[src/rtl/lsu_pkg.sv]
// Shared encodings for the load/store unit: FSM states, RV32I funct3 codes
// and the sign/size mask handed to the data memory.
package lsu_pkg;

  typedef enum logic [1:0] {
    ST_IDLE     = 2'd0,
    ST_ISSUE    = 2'd1,
    ST_LOAD_CAP = 2'd2,
    ST_RESP     = 2'd3
  } lsu_state_e;

  localparam logic [2:0] F3_LB  = 3'b000;
  localparam logic [2:0] F3_LH  = 3'b001;
  localparam logic [2:0] F3_LW  = 3'b010;
  localparam logic [2:0] F3_LBU = 3'b100;
  localparam logic [2:0] F3_LHU = 3'b101;
  localparam logic [2:0] F3_SB  = 3'b000;
  localparam logic [2:0] F3_SH  = 3'b001;
  localparam logic [2:0] F3_SW  = 3'b010;

  // bit3 = sign-extend, bits[2:0] = byte lanes touched (thermometer)
  localparam logic [3:0] MASK_LB  = 4'b1001;
  localparam logic [3:0] MASK_LH  = 4'b1011;
  localparam logic [3:0] MASK_LW  = 4'b1111;
  localparam logic [3:0] MASK_LBU = 4'b0001;
  localparam logic [3:0] MASK_LHU = 4'b0011;
  localparam logic [3:0] MASK_SB  = 4'b0001;
  localparam logic [3:0] MASK_SH  = 4'b0011;
  localparam logic [3:0] MASK_SW  = 4'b0111;

endpackage

[src/rtl/lsu_addr_check.sv]
// Combinational request decode: effective address, memory mask, and the
// misalignment / fault classification used to pick the error path.
module lsu_addr_check
  import lsu_pkg::*;
#(
  parameter logic [31:0] DMEM_BASE  = 32'h0000_4000,
  parameter int unsigned DMEM_WORDS = 1024,
  parameter logic [31:0] LED_ADDR   = 32'h0000_2000
) (
  input  logic        load_i,
  input  logic        store_i,
  input  logic [2:0]  funct3_i,
  input  logic [31:0] base_i,
  input  logic [31:0] offset_i,
  output logic [31:0] ea_o,
  output logic [3:0]  mask_o,
  output logic        misaligned_o,
  output logic        fault_o
);

  localparam logic [32:0] DMEM_LO = {1'b0, DMEM_BASE};
  localparam logic [32:0] DMEM_HI = DMEM_LO + 33'(4 * DMEM_WORDS);

  logic legal;
  logic in_range;
  logic is_led;

  always_comb begin
    ea_o   = base_i + offset_i;
    mask_o = 4'b0000;
    legal  = 1'b0;
    if (load_i && !store_i) begin
      legal = 1'b1;
      case (funct3_i)
        F3_LB:   mask_o = MASK_LB;
        F3_LH:   mask_o = MASK_LH;
        F3_LW:   mask_o = MASK_LW;
        F3_LBU:  mask_o = MASK_LBU;
        F3_LHU:  mask_o = MASK_LHU;
        default: legal  = 1'b0;
      endcase
    end else if (store_i && !load_i) begin
      legal = 1'b1;
      case (funct3_i)
        F3_SB:   mask_o = MASK_SB;
        F3_SH:   mask_o = MASK_SH;
        F3_SW:   mask_o = MASK_SW;
        default: legal  = 1'b0;
      endcase
    end

    // A word access also needs ea[0] clear, so the half test covers it too.
    misaligned_o = legal && ((mask_o[2] && (ea_o[1:0] != 2'b00)) ||
                             (mask_o[1] && ea_o[0]));

    in_range = ({1'b0, ea_o} >= DMEM_LO) && ({1'b0, ea_o} < DMEM_HI);
    is_led   = (ea_o == LED_ADDR);
    fault_o  = !legal || (!in_range && !is_led) || (load_i && is_led);
  end

endmodule

[src/rtl/load_store_unit.sv]
// Single-outstanding load/store unit: decodes a pipeline request, drives one
// memory strobe (holding it through stalls) and returns a one-cycle response.
module load_store_unit
  import lsu_pkg::*;
#(
  parameter logic [31:0] DMEM_BASE  = 32'h0000_4000,
  parameter int unsigned DMEM_WORDS = 1024,
  parameter logic [31:0] LED_ADDR   = 32'h0000_2000
) (
  input  logic        clk,
  input  logic        reset,
  input  logic        req_valid,
  output logic        req_ready,
  input  logic        req_load,
  input  logic        req_store,
  input  logic [2:0]  req_funct3,
  input  logic [31:0] req_base,
  input  logic [31:0] req_offset,
  input  logic [31:0] req_wdata,
  input  logic [4:0]  req_rd,
  output logic [31:0] mem_addr,
  output logic [31:0] mem_write_data,
  output logic        mem_memread,
  output logic        mem_memwrite,
  output logic [3:0]  mem_sign_mask,
  input  logic [31:0] mem_read_data,
  input  logic        mem_clk_stall,
  output logic        resp_valid,
  output logic [4:0]  resp_rd,
  output logic [31:0] resp_data,
  output logic        resp_misaligned,
  output logic        resp_fault,
  output logic [1:0]  dbg_state_o
);

  // Handshake: a request is taken on any rising edge where req_valid and
  // req_ready are both high; req_ready is high only while idle. Responses
  // are a single-cycle resp_valid pulse with no backpressure.

  lsu_state_e  state_q;
  logic [4:0]  rd_q;
  logic [31:0] mem_addr_q;
  logic [31:0] mem_wdata_q;
  logic        memread_q;
  logic        memwrite_q;
  logic [3:0]  mask_q;
  logic        resp_valid_q;
  logic [4:0]  resp_rd_q;
  logic [31:0] resp_data_q;
  logic        resp_mis_q;
  logic        resp_fault_q;

  logic [31:0] ea;
  logic [3:0]  mask;
  logic        misaligned;
  logic        fault;

  lsu_addr_check #(
    .DMEM_BASE (DMEM_BASE),
    .DMEM_WORDS(DMEM_WORDS),
    .LED_ADDR  (LED_ADDR)
  ) u_addr_check (
    .load_i      (req_load),
    .store_i     (req_store),
    .funct3_i    (req_funct3),
    .base_i      (req_base),
    .offset_i    (req_offset),
    .ea_o        (ea),
    .mask_o      (mask),
    .misaligned_o(misaligned),
    .fault_o     (fault)
  );

  always_ff @(posedge clk or posedge reset) begin
    if (reset) begin
      state_q      <= ST_IDLE;
      rd_q         <= '0;
      mem_addr_q   <= '0;
      mem_wdata_q  <= '0;
      memread_q    <= 1'b0;
      memwrite_q   <= 1'b0;
      mask_q       <= '0;
      resp_valid_q <= 1'b0;
      resp_rd_q    <= '0;
      resp_data_q  <= '0;
      resp_mis_q   <= 1'b0;
      resp_fault_q <= 1'b0;
    end else begin
      resp_valid_q <= 1'b0;
      resp_rd_q    <= '0;
      resp_data_q  <= '0;
      resp_mis_q   <= 1'b0;
      resp_fault_q <= 1'b0;
      case (state_q)
        ST_IDLE: begin
          if (req_valid) begin
            rd_q <= req_rd;
            if (misaligned || fault) begin
              state_q      <= ST_RESP;
              resp_valid_q <= 1'b1;
              resp_rd_q    <= req_rd;
              resp_mis_q   <= misaligned;
              resp_fault_q <= fault;
            end else begin
              state_q     <= ST_ISSUE;
              mem_addr_q  <= ea;
              mem_wdata_q <= req_store ? req_wdata : 32'h0;
              memread_q   <= req_load;
              memwrite_q  <= req_store;
              mask_q      <= mask;
            end
          end
        end
        ST_ISSUE: begin
          if (!mem_clk_stall) begin
            mem_addr_q  <= '0;
            mem_wdata_q <= '0;
            memread_q   <= 1'b0;
            memwrite_q  <= 1'b0;
            mask_q      <= '0;
            if (memread_q) begin
              state_q <= ST_LOAD_CAP;
            end else begin
              state_q      <= ST_RESP;
              resp_valid_q <= 1'b1;
              resp_rd_q    <= rd_q;
            end
          end
        end
        ST_LOAD_CAP: begin
          state_q      <= ST_RESP;
          resp_valid_q <= 1'b1;
          resp_rd_q    <= rd_q;
          resp_data_q  <= mem_read_data;
        end
        default: state_q <= ST_IDLE;
      endcase
    end
  end

  assign req_ready       = (state_q == ST_IDLE);
  assign mem_addr        = mem_addr_q;
  assign mem_write_data  = mem_wdata_q;
  assign mem_memread     = memread_q;
  assign mem_memwrite    = memwrite_q;
  assign mem_sign_mask   = mask_q;
  assign resp_valid      = resp_valid_q;
  assign resp_rd         = resp_rd_q;
  assign resp_data       = resp_data_q;
  assign resp_misaligned = resp_mis_q;
  assign resp_fault      = resp_fault_q;
  assign dbg_state_o     = state_q;

endmodule

[config.mk]
export PLATFORM = sky130hd
export DESIGN_NAME = load_store_unit
export DESIGN_NICKNAME = d
export VERILOG_FILES = /design/src/rtl/lsu_pkg.sv /design/src/rtl/lsu_addr_check.sv /design/src/rtl/load_store_unit.sv
export SDC_FILE = /design/constraint.sdc
export NUM_CORES = 1
export LEC_CHECK = 0
export CORE_MARGIN = 2
export CORE_UTILIZATION = 45
export DETAILED_ROUTE_END_ITERATION = 6
export HOLD_SLACK_MARGIN = 0.05
export PLACE_DENSITY = 0.82
export SKIP_CTS_REPAIR_TIMING = 1
export SLEW_MARGIN = 25
export SYNTH_ARGS = -nofsm -noshare
export SYNTH_HDL_FRONTEND = slang
export SYNTH_HIERARCHICAL = 1
export SYNTH_SLANG_ARGS = --single-unit
export TNS_END_PERCENT = 1
[constraint.sdc]
create_clock -name clk -period 5.49 [get_ports clk]
set_clock_uncertainty 0.1 [all_clocks]
set_input_delay 1.098 -clock clk [delete_from_list [all_inputs] [get_ports clk]]
set_output_delay 1.098 -clock clk [all_outputs]
set_load 0.1 [all_outputs]
Word level (Yosys, flattened, before mapping)

Index checks and enable logic that the tools add are counted.

Register bits: 117
Input port bits: 142
Output and inout port bits: 113
Word-level logic and storage cells: 100

Add/subtract/negate cells: 1
$lt $le $gt $ge: 2
Eq/ne operators: 10
Mux-type cells: 49
Reduce and logical (&&, ||, !) cells: 26

Operator list:

| operator                                                                              | number |
|---|---|
| 32-bit two-way mux                                                                    | 7 |
| 32-bit case mux with 2 select lines                                                   | 2 |
| 32-bit adder                                                                          | 1 |
| 32-bit by 14-bit == test with 1-bit output, second input constant                     | 1 |
| 32-bit by 15-bit greater-or-equal comparator with 1-bit output, second input constant | 1 |
| 32-bit by 15-bit less-than comparator with 1-bit output, second input constant        | 1 |
| 1-bit two-way mux                                                                     | 20 |
| 4-bit two-way mux                                                                     | 5 |
| 5-bit two-way mux                                                                     | 4 |
| 4-bit case mux with 5 select lines                                                    | 1 |
| 5-bit case mux with 3 select lines                                                    | 1 |
| 3-bit case mux with 3 select lines                                                    | 1 |
| 1-bit logical AND                                                                     | 8 |
| 4-bit case mux with 2 select lines                                                    | 1 |
| 3-bit == test, second input constant                                                  | 2 |
| 2-bit two-way mux                                                                     | 3 |
| 2-bit inequality test, second input constant                                          | 3 |
| 2-bit case mux with 3 select lines                                                    | 1 |
| 1-bit logical NOT                                                                     | 5 |
| 5-bit OR reduction                                                                    | 1 |
| 1-bit logical OR                                                                      | 4 |
| 1-bit case mux with 2 select lines                                                    | 2 |
| 2-bit AND reduction                                                                   | 2 |
| 4-bit AND reduction                                                                   | 1 |
| other kinds (9)                                                                       | 10 |

Logic depth before layout (Yosys ltp)

Gate-level depths: netlist of the first run.

Depth in word-level cells: 12
Gate-level depth with buffers: 15
Mapped depth without buffers: 14

Cells and area by module

Netlist of the first run, hierarchy kept.

By module, submodules not included:

| module          | times used | cells each | area an instance (um^2) | sequential area each (um^2) |
|---|---|---|---|---|
| load_store_unit | 1          | 383        | 4,768.3                 | 2,927.8 |
| lsu_addr_check  | 1          | 264        | 1,839.3                 | 0.0 |

Least setup slack after synthesis of the first run

OpenSTA, ideal clock, no wires.

Path type: input port to flip-flop
Start point: in req_base[0]
End point: reg mem_addr_q[0], in the netlist mem_addr[0]
Setup time: 0.125 ns
Arrival: 5.384 ns
Required time: 5.265 ns
Slack: -0.120 ns
Stages on the path: 14
Buffers on the path: 1
Path through: ha_1 fa_1 xor2_1 or4_1 or3_1 or4_1 nor3_2 a41oi_1 or4_1 or4_1 or3b_1 a211oi_2 buf_2 mux2_2

Longest elaborated chain between the ends: 10
Elaborated cells on any way between the ends: 22
Those cells by class: add/sub (1); order compare (2); eq/ne (2); mux (3); reduce/logical (14)

Ends and longest elaborated chain:

| item                                                                                                                                      | RTL line               | text |
|---|---|---|
| from (decl)                                                                                                                               | load_store_unit.sv:17  | `input logic [31:0] req_base,` |
| 32-bit adder *                                                                                                                            | lsu_addr_check.sv:29   | `ea_o = base_i + offset_i;` |
| net ea[2]                                                                                                                                 | load_store_unit.sv:53  | `logic [31:0] ea;` |
| 32-bit by 15-bit greater-or-equal comparator with 1-bit output or 32-bit by 15-bit less-than comparator with 1-bit output (tied branches) | lsu_addr_check.sv:56   | `in_range = ({1'b0, ea_o} >= DMEM_LO) && ({1'b0, ea_o} < DMEM_HI);` |
| 1-bit logical AND                                                                                                                         | lsu_addr_check.sv:56   |  |
| 1-bit logical NOT                                                                                                                         | lsu_addr_check.sv:58   | `fault_o = !legal \|\| (!in_range && !is_led) \|\| (load_i && is_led);` |
| 1-bit logical AND                                                                                                                         | lsu_addr_check.sv:58   |  |
| 1-bit logical OR                                                                                                                          | lsu_addr_check.sv:58   |  |
| 1-bit logical OR *                                                                                                                        | lsu_addr_check.sv:58   |  |
| net fault                                                                                                                                 | load_store_unit.sv:56  | `logic fault;` |
| 1-bit logical OR *                                                                                                                        | load_store_unit.sv:98  | `if (misaligned \|\| fault) begin` |
| 2-bit inequality test (no line) *                                                                                                         | --                     |  |
| 4-bit AND reduction (no line) *                                                                                                           | --                     |  |
| to (signal assigned)                                                                                                                      | load_store_unit.sv:78  | `mem_addr_q <= '0;` |
| to (signal assigned)                                                                                                                      | load_store_unit.sv:106 | `mem_addr_q <= ea;` |
| to (signal assigned)                                                                                                                      | load_store_unit.sv:116 | `mem_addr_q <= '0;` |
| to (decl)                                                                                                                                 | load_store_unit.sv:42  | `logic [31:0] mem_addr_q;` |

Mark *: on every way through the listed nets, which the timed path passes. The rest lies on a longest branch. The select of a mux whose other input is x is not followed.
A chain may end at the register's enable or synchronous reset.

Final worst setup path of the first run

Start point: in req_offset[0]
End point: reg mem_wdata_q[21], in the netlist mem_write_data[21]

Longest elaborated chain between the ends: 10
Elaborated cells on any way between the ends: 19
Those cells by class: add/sub (1); order compare (2); eq/ne (2); reduce/logical (14)

Ends and longest elaborated chain:

| item                                                                                                                                      | RTL line               | text |
|---|---|---|
| from (decl)                                                                                                                               | load_store_unit.sv:18  | `input logic [31:0] req_offset,` |
| 32-bit adder *                                                                                                                            | lsu_addr_check.sv:29   |  |
| net ea[1]                                                                                                                                 | load_store_unit.sv:53  |  |
| 32-bit by 15-bit greater-or-equal comparator with 1-bit output or 32-bit by 15-bit less-than comparator with 1-bit output (tied branches) | lsu_addr_check.sv:56   |  |
| 1-bit logical AND                                                                                                                         | lsu_addr_check.sv:56   |  |
| 1-bit logical NOT                                                                                                                         | lsu_addr_check.sv:58   |  |
| 1-bit logical AND                                                                                                                         | lsu_addr_check.sv:58   |  |
| 1-bit logical OR                                                                                                                          | lsu_addr_check.sv:58   |  |
| 1-bit logical OR *                                                                                                                        | lsu_addr_check.sv:58   |  |
| net fault                                                                                                                                 | load_store_unit.sv:56  |  |
| 1-bit logical OR *                                                                                                                        | load_store_unit.sv:98  |  |
| 2-bit inequality test (no line) *                                                                                                         | --                     |  |
| 4-bit AND reduction (no line) *                                                                                                           | --                     |  |
| to (signal assigned)                                                                                                                      | load_store_unit.sv:107 | `mem_wdata_q <= req_store ? req_wdata : 32'h0;` |
| to (decl)                                                                                                                                 | load_store_unit.sv:43  | `logic [31:0] mem_wdata_q;` |

Mark *: on every way through the listed nets, which the timed path passes. The rest lies on a longest branch.

==> reports/qor.tcl, run 1 <==
set qor(design.core.area_um2) 14420
set qor(run_status) {complete, but fails checks}
set qor(firstDrtPassIters) 4
set qor(numCtsBuffers) 17
set qor(switching_power_total_w) 0.004053
set qor(post-place-cells) 1153
set qor(timing.final.ws_setup_ns) -0.3394
set qor(power.internal_w) 0.003364
set qor(gr-usage-all-layers) 0.2393
set qor(detail_route.wirelength_mm) 19.76
set qor(synth_area_leaders) {dfrtp_1, mux2_2, ha_1}
set qor(start_kind) {primary input}
set qor(final-hold-violation-count) 0
set qor(worst_setup_path_end_kind) {register}
set qor(first_global_vias) 6085
set qor(critical-path-slowest-cell) {or4_1}
set qor(finalCritPeriodShare) 1.062
set qor(max-vdd-ir-drop_v) 0.0005156
set qor(cp_cell_sequence) {buf_6 -> ha_4 -> fa_2 -> or4_4 -> or3_4 -> or4_4 -> nor3_4 -> a41oi_2 -> or4_1 -> or4_4 -> or3b_4 -> a211oi_4 -> buf_6 -> buf_6 -> clkbuf_16 -> buf_16 -> mux2i_1}
set qor(ys_async_sr_fraction) 1.000
set qor(rsz0062_at_grt) {true}
set qor(synthDominantCellAreaShare) 0.4431
set qor(syn-instance-count) 647
set qor(design.final.nets) 1182
set qor(fillers) 966
set qor(initial_core_util) 0.4581
set qor(numPortBuffers) 254
set qor(clock_insertion_delay_worst_skew_ns) 0.41
set qor(via_count_normalized_by_instance_count) 5.139
set qor(timing.setup.critical_path_class) {in2reg}
set qor(timing.hold.worst.class) {reg2reg}
set qor(synth_fp_nets) 826
set qor(drt_drc_violations_left) 0
set qor(final_cell_count_no_fill) 1200
set qor(seq_power_share) 0.194
set qor(dieArea_um2) 15670
set qor(synth_top_cells_by_count) {dfrtp_1, nand2_1, inv_1, mux2_2}
set qor(cts.htree.levels) 4
set qor(combinationalPowerShare) 0.657
set qor(drtIter0Drc) 297
set qor(routed_wire_length_per_instance_um) 16.47
set qor(grt_start_max_net_pins) 86
set qor(clock_sink_count) 117
set qor(gpl.final_weighted_congestion) 0.8487
set qor(critical-path-max-stage-delay_ns) 0.56
set qor(cp.buffers_inverters) 5
set qor(required_time_of_the_worst_setup_path_ns) 5.71
set qor(actual_transition_at_the_worst_max_transition_pin_ns) 1.049
set qor(synth_top_cell_by_area) {dfrtp_1}
set qor(edff_count_synth) 0
set qor(path_delay_family) {simple AND/OR/NAND/NOR gates}
set qor(leak_nw) 4.942
set qor(horizontal_die_dimension_um) 125.2
set qor(most_instantiated_flip_flop_cell_in_the_synthesis_netlist) {dfrtp_1}
set qor(clockBufferDepth) 2
set qor(synth_warnings) 6
set qor(mappedNetlistArea_um2) 6608
set qor(antenna_violating_nets_post_route) 0
set qor(relative_max_transition_margin) 0.2987
set qor(post_route_cells_drive_above_1_share) 0.2037
set qor(power_switching_share) 0.5465
set qor(achievable-frequency_mhz) 171.5
set qor(area.growth.synth_to_final_pct) 67.28
set qor(dieHeight_um) 125.2
set qor(period_needed_ns) 5.829
set qor(synthesized_area_per_cell_um2) 10.21
set qor(crit_fanout) 7
set qor(crit_arrival_ns) 6.05
set qor(synth_cell_type_count) 59
set qor(synthMostInstantiatedCell) {dfrtp_1}
set qor(power.clock.fraction) 0.149
set qor(postLayoutCellArea_um2) 11050
set qor(top_level_ports) 255
set qor(dp_hpwl_mm) 14.32
set qor(finalHoldWorstSlack_ns) 0.3918
set qor(postPlaceCellArea_um2) 10020
set qor(cellPowerDensity_nw_per_um2) 671.0
set qor(yosys_register_bits) 117
set qor(row_count) 44
set qor(clk_root_buffer_cell) {clkbuf_16}
set qor(timing.final.setup_violations) 70
set qor(cts_tree) {built}
set qor(sequential_fraction_of_the_synthesis_area) 0.4431
set qor(clkTransAtPathRegs_ns) 0.06
set qor(diodes) 0
set qor(finalPower_w) 0.007417
set qor(max-cap-violations) 0
set qor(slew_violations) 0
set qor(place_ws_ns) -0.7770
set qor(grt_pass1_wl_mm) 30.42
set qor(route.vias.total) 6167
set qor(violations_in_the_final_reports) {negative setup slack}
set qor(globalRoute.totalOverflow) 0
set qor(antenna_found_initial) 0
==> cells by family (layout without fill, tap and decap cells) <==
| logic type | Yosys count | count (layout) | share of synthesized area |
|---|---|---|---|
| simple gates | 203 | 203 | 0.1680 |
| compound gates | 118 | 118 | 0.1155 |
| flops | 117 | 117 | 0.4431 |
| mux | 76 | 76 | 0.1233 |
| buf+inv | 67 | 436 | 0.03939 |
| fa+ha+maj | 37 | 37 | 0.07120 |
| xor+xnor | 29 | 29 | 0.03958 |
==> power by group through the flow <==
stage                     registers, W  clock network (W)  logic [W]
after global routing           0.00148            0.00117    0.00504
final                          0.00144            0.00111    0.00487
after detailed placement       0.00144                  0    0.00458
after floorplan                0.00386                  0   0.000972
after CTS                      0.00143            0.00113    0.00459
after global placement         0.00142                  0    0.00453
==> final timing paths <==
path	start	to	slack (ns)	cells past startpoint
min	rd_q[4]	resp_rd[4]	0.39	1
min reg2reg	rd_q[4]	resp_rd[4]	0.39	1
max in group asynchronous	reset	mem_write_data[15]	3.25	3
max	req_offset[0]	mem_write_data[21]	-0.34	17
max reg2reg	dbg_state_o[1]	mem_write_data[21]	2.93	9
min in group asynchronous	reset	resp_data[5]	1.09	2
==> cell usage in the layout (no fill, tap or decap), types with 6 or more instances in the layout <==
cell / instances
clkdlybuf4s50_1: 248
dfrtp_1: 117
buf_4: 91
nand2_1: 54
inv_1: 42
a21oi_1: 40
nor2b_1: 39
and2_1: 35
ha_1: 33
mux2i_1: 32
mux2_4: 30
clkbuf_16: 22
nor2_1: 20
o21ai_0: 17
xnor2_1: 17
mux2_2: 13
xor2_1: 11
a21o_1: 10
nand2b_1: 8
a31oi_1: 7
and3_1: 7
buf_6: 7
nand3_1: 7
a211oi_1: 6
==> cell type report <==
cell class / instances / area (um2) / share of cell area
inverter: 44 / 170.2 / 0.01540
clock inverter: 15 / 168.9 / 0.01528
timing repair buffer: 360 / 3522 / 0.3187
clock buffer: 17 / 425.4 / 0.03849
sequential: 117 / 2928 / 0.2649
tap: 184 / 230.2 / 0.02083
multi-input combinational: 463 / 3608 / 0.3265
==> worst register-to-register path: stages, from the launching register on <==
cell and delay [ns]:
dfrtp_1 0.42, inv_1 0.13, ha_1 0.35, or3b_4 0.43
a211oi_4 0.26, buf_6 0.16, buf_6 0.10, clkbuf_16 0.15
buf_16 0.13, mux2i_1 0.23
==> state kept, by name, summed over array words and instances (netlist names) <==
signal	cells
mem_addr	32
mem_write_data	32
resp_data	32
rd_q	5
resp_rd	5
mem_sign_mask	4
dbg_state_o	2
mem_memread	1
mem_memwrite	1
resp_fault	1
resp_misaligned	1
resp_valid	1
==> through the flow <==
stage            util  setup TNS, ns
5_1_grt        0.7663         -23.26
3_5_place_dp   0.6945         -48.46
4_1_cts        0.7357         -19.13
6_report       0.7663         -18.46
2_1_floorplan       -              0
3_3_place_gp   0.6945         -41.67
==> routing by layer <==
layer | routed length, um | GRT usage | part of all wire
met1 | 8292 | 0.3082 | 0.42
met5 | 0 | 0 | 0
met2 | 9838 | 0.4047 | 0.50
met3 | 1078 | 0.04365 | 0.055
met4 | 551 | 0.08824 | 0.028
Note: power is estimated with default switching activity, not from simulation.
==> run 2: changes to the inputs <==
- GPL_ROUTABILITY_DRIVEN: default -> 0
==> results of run 2 <==
Final layout, timing and power as in run 1 (identical DEF).
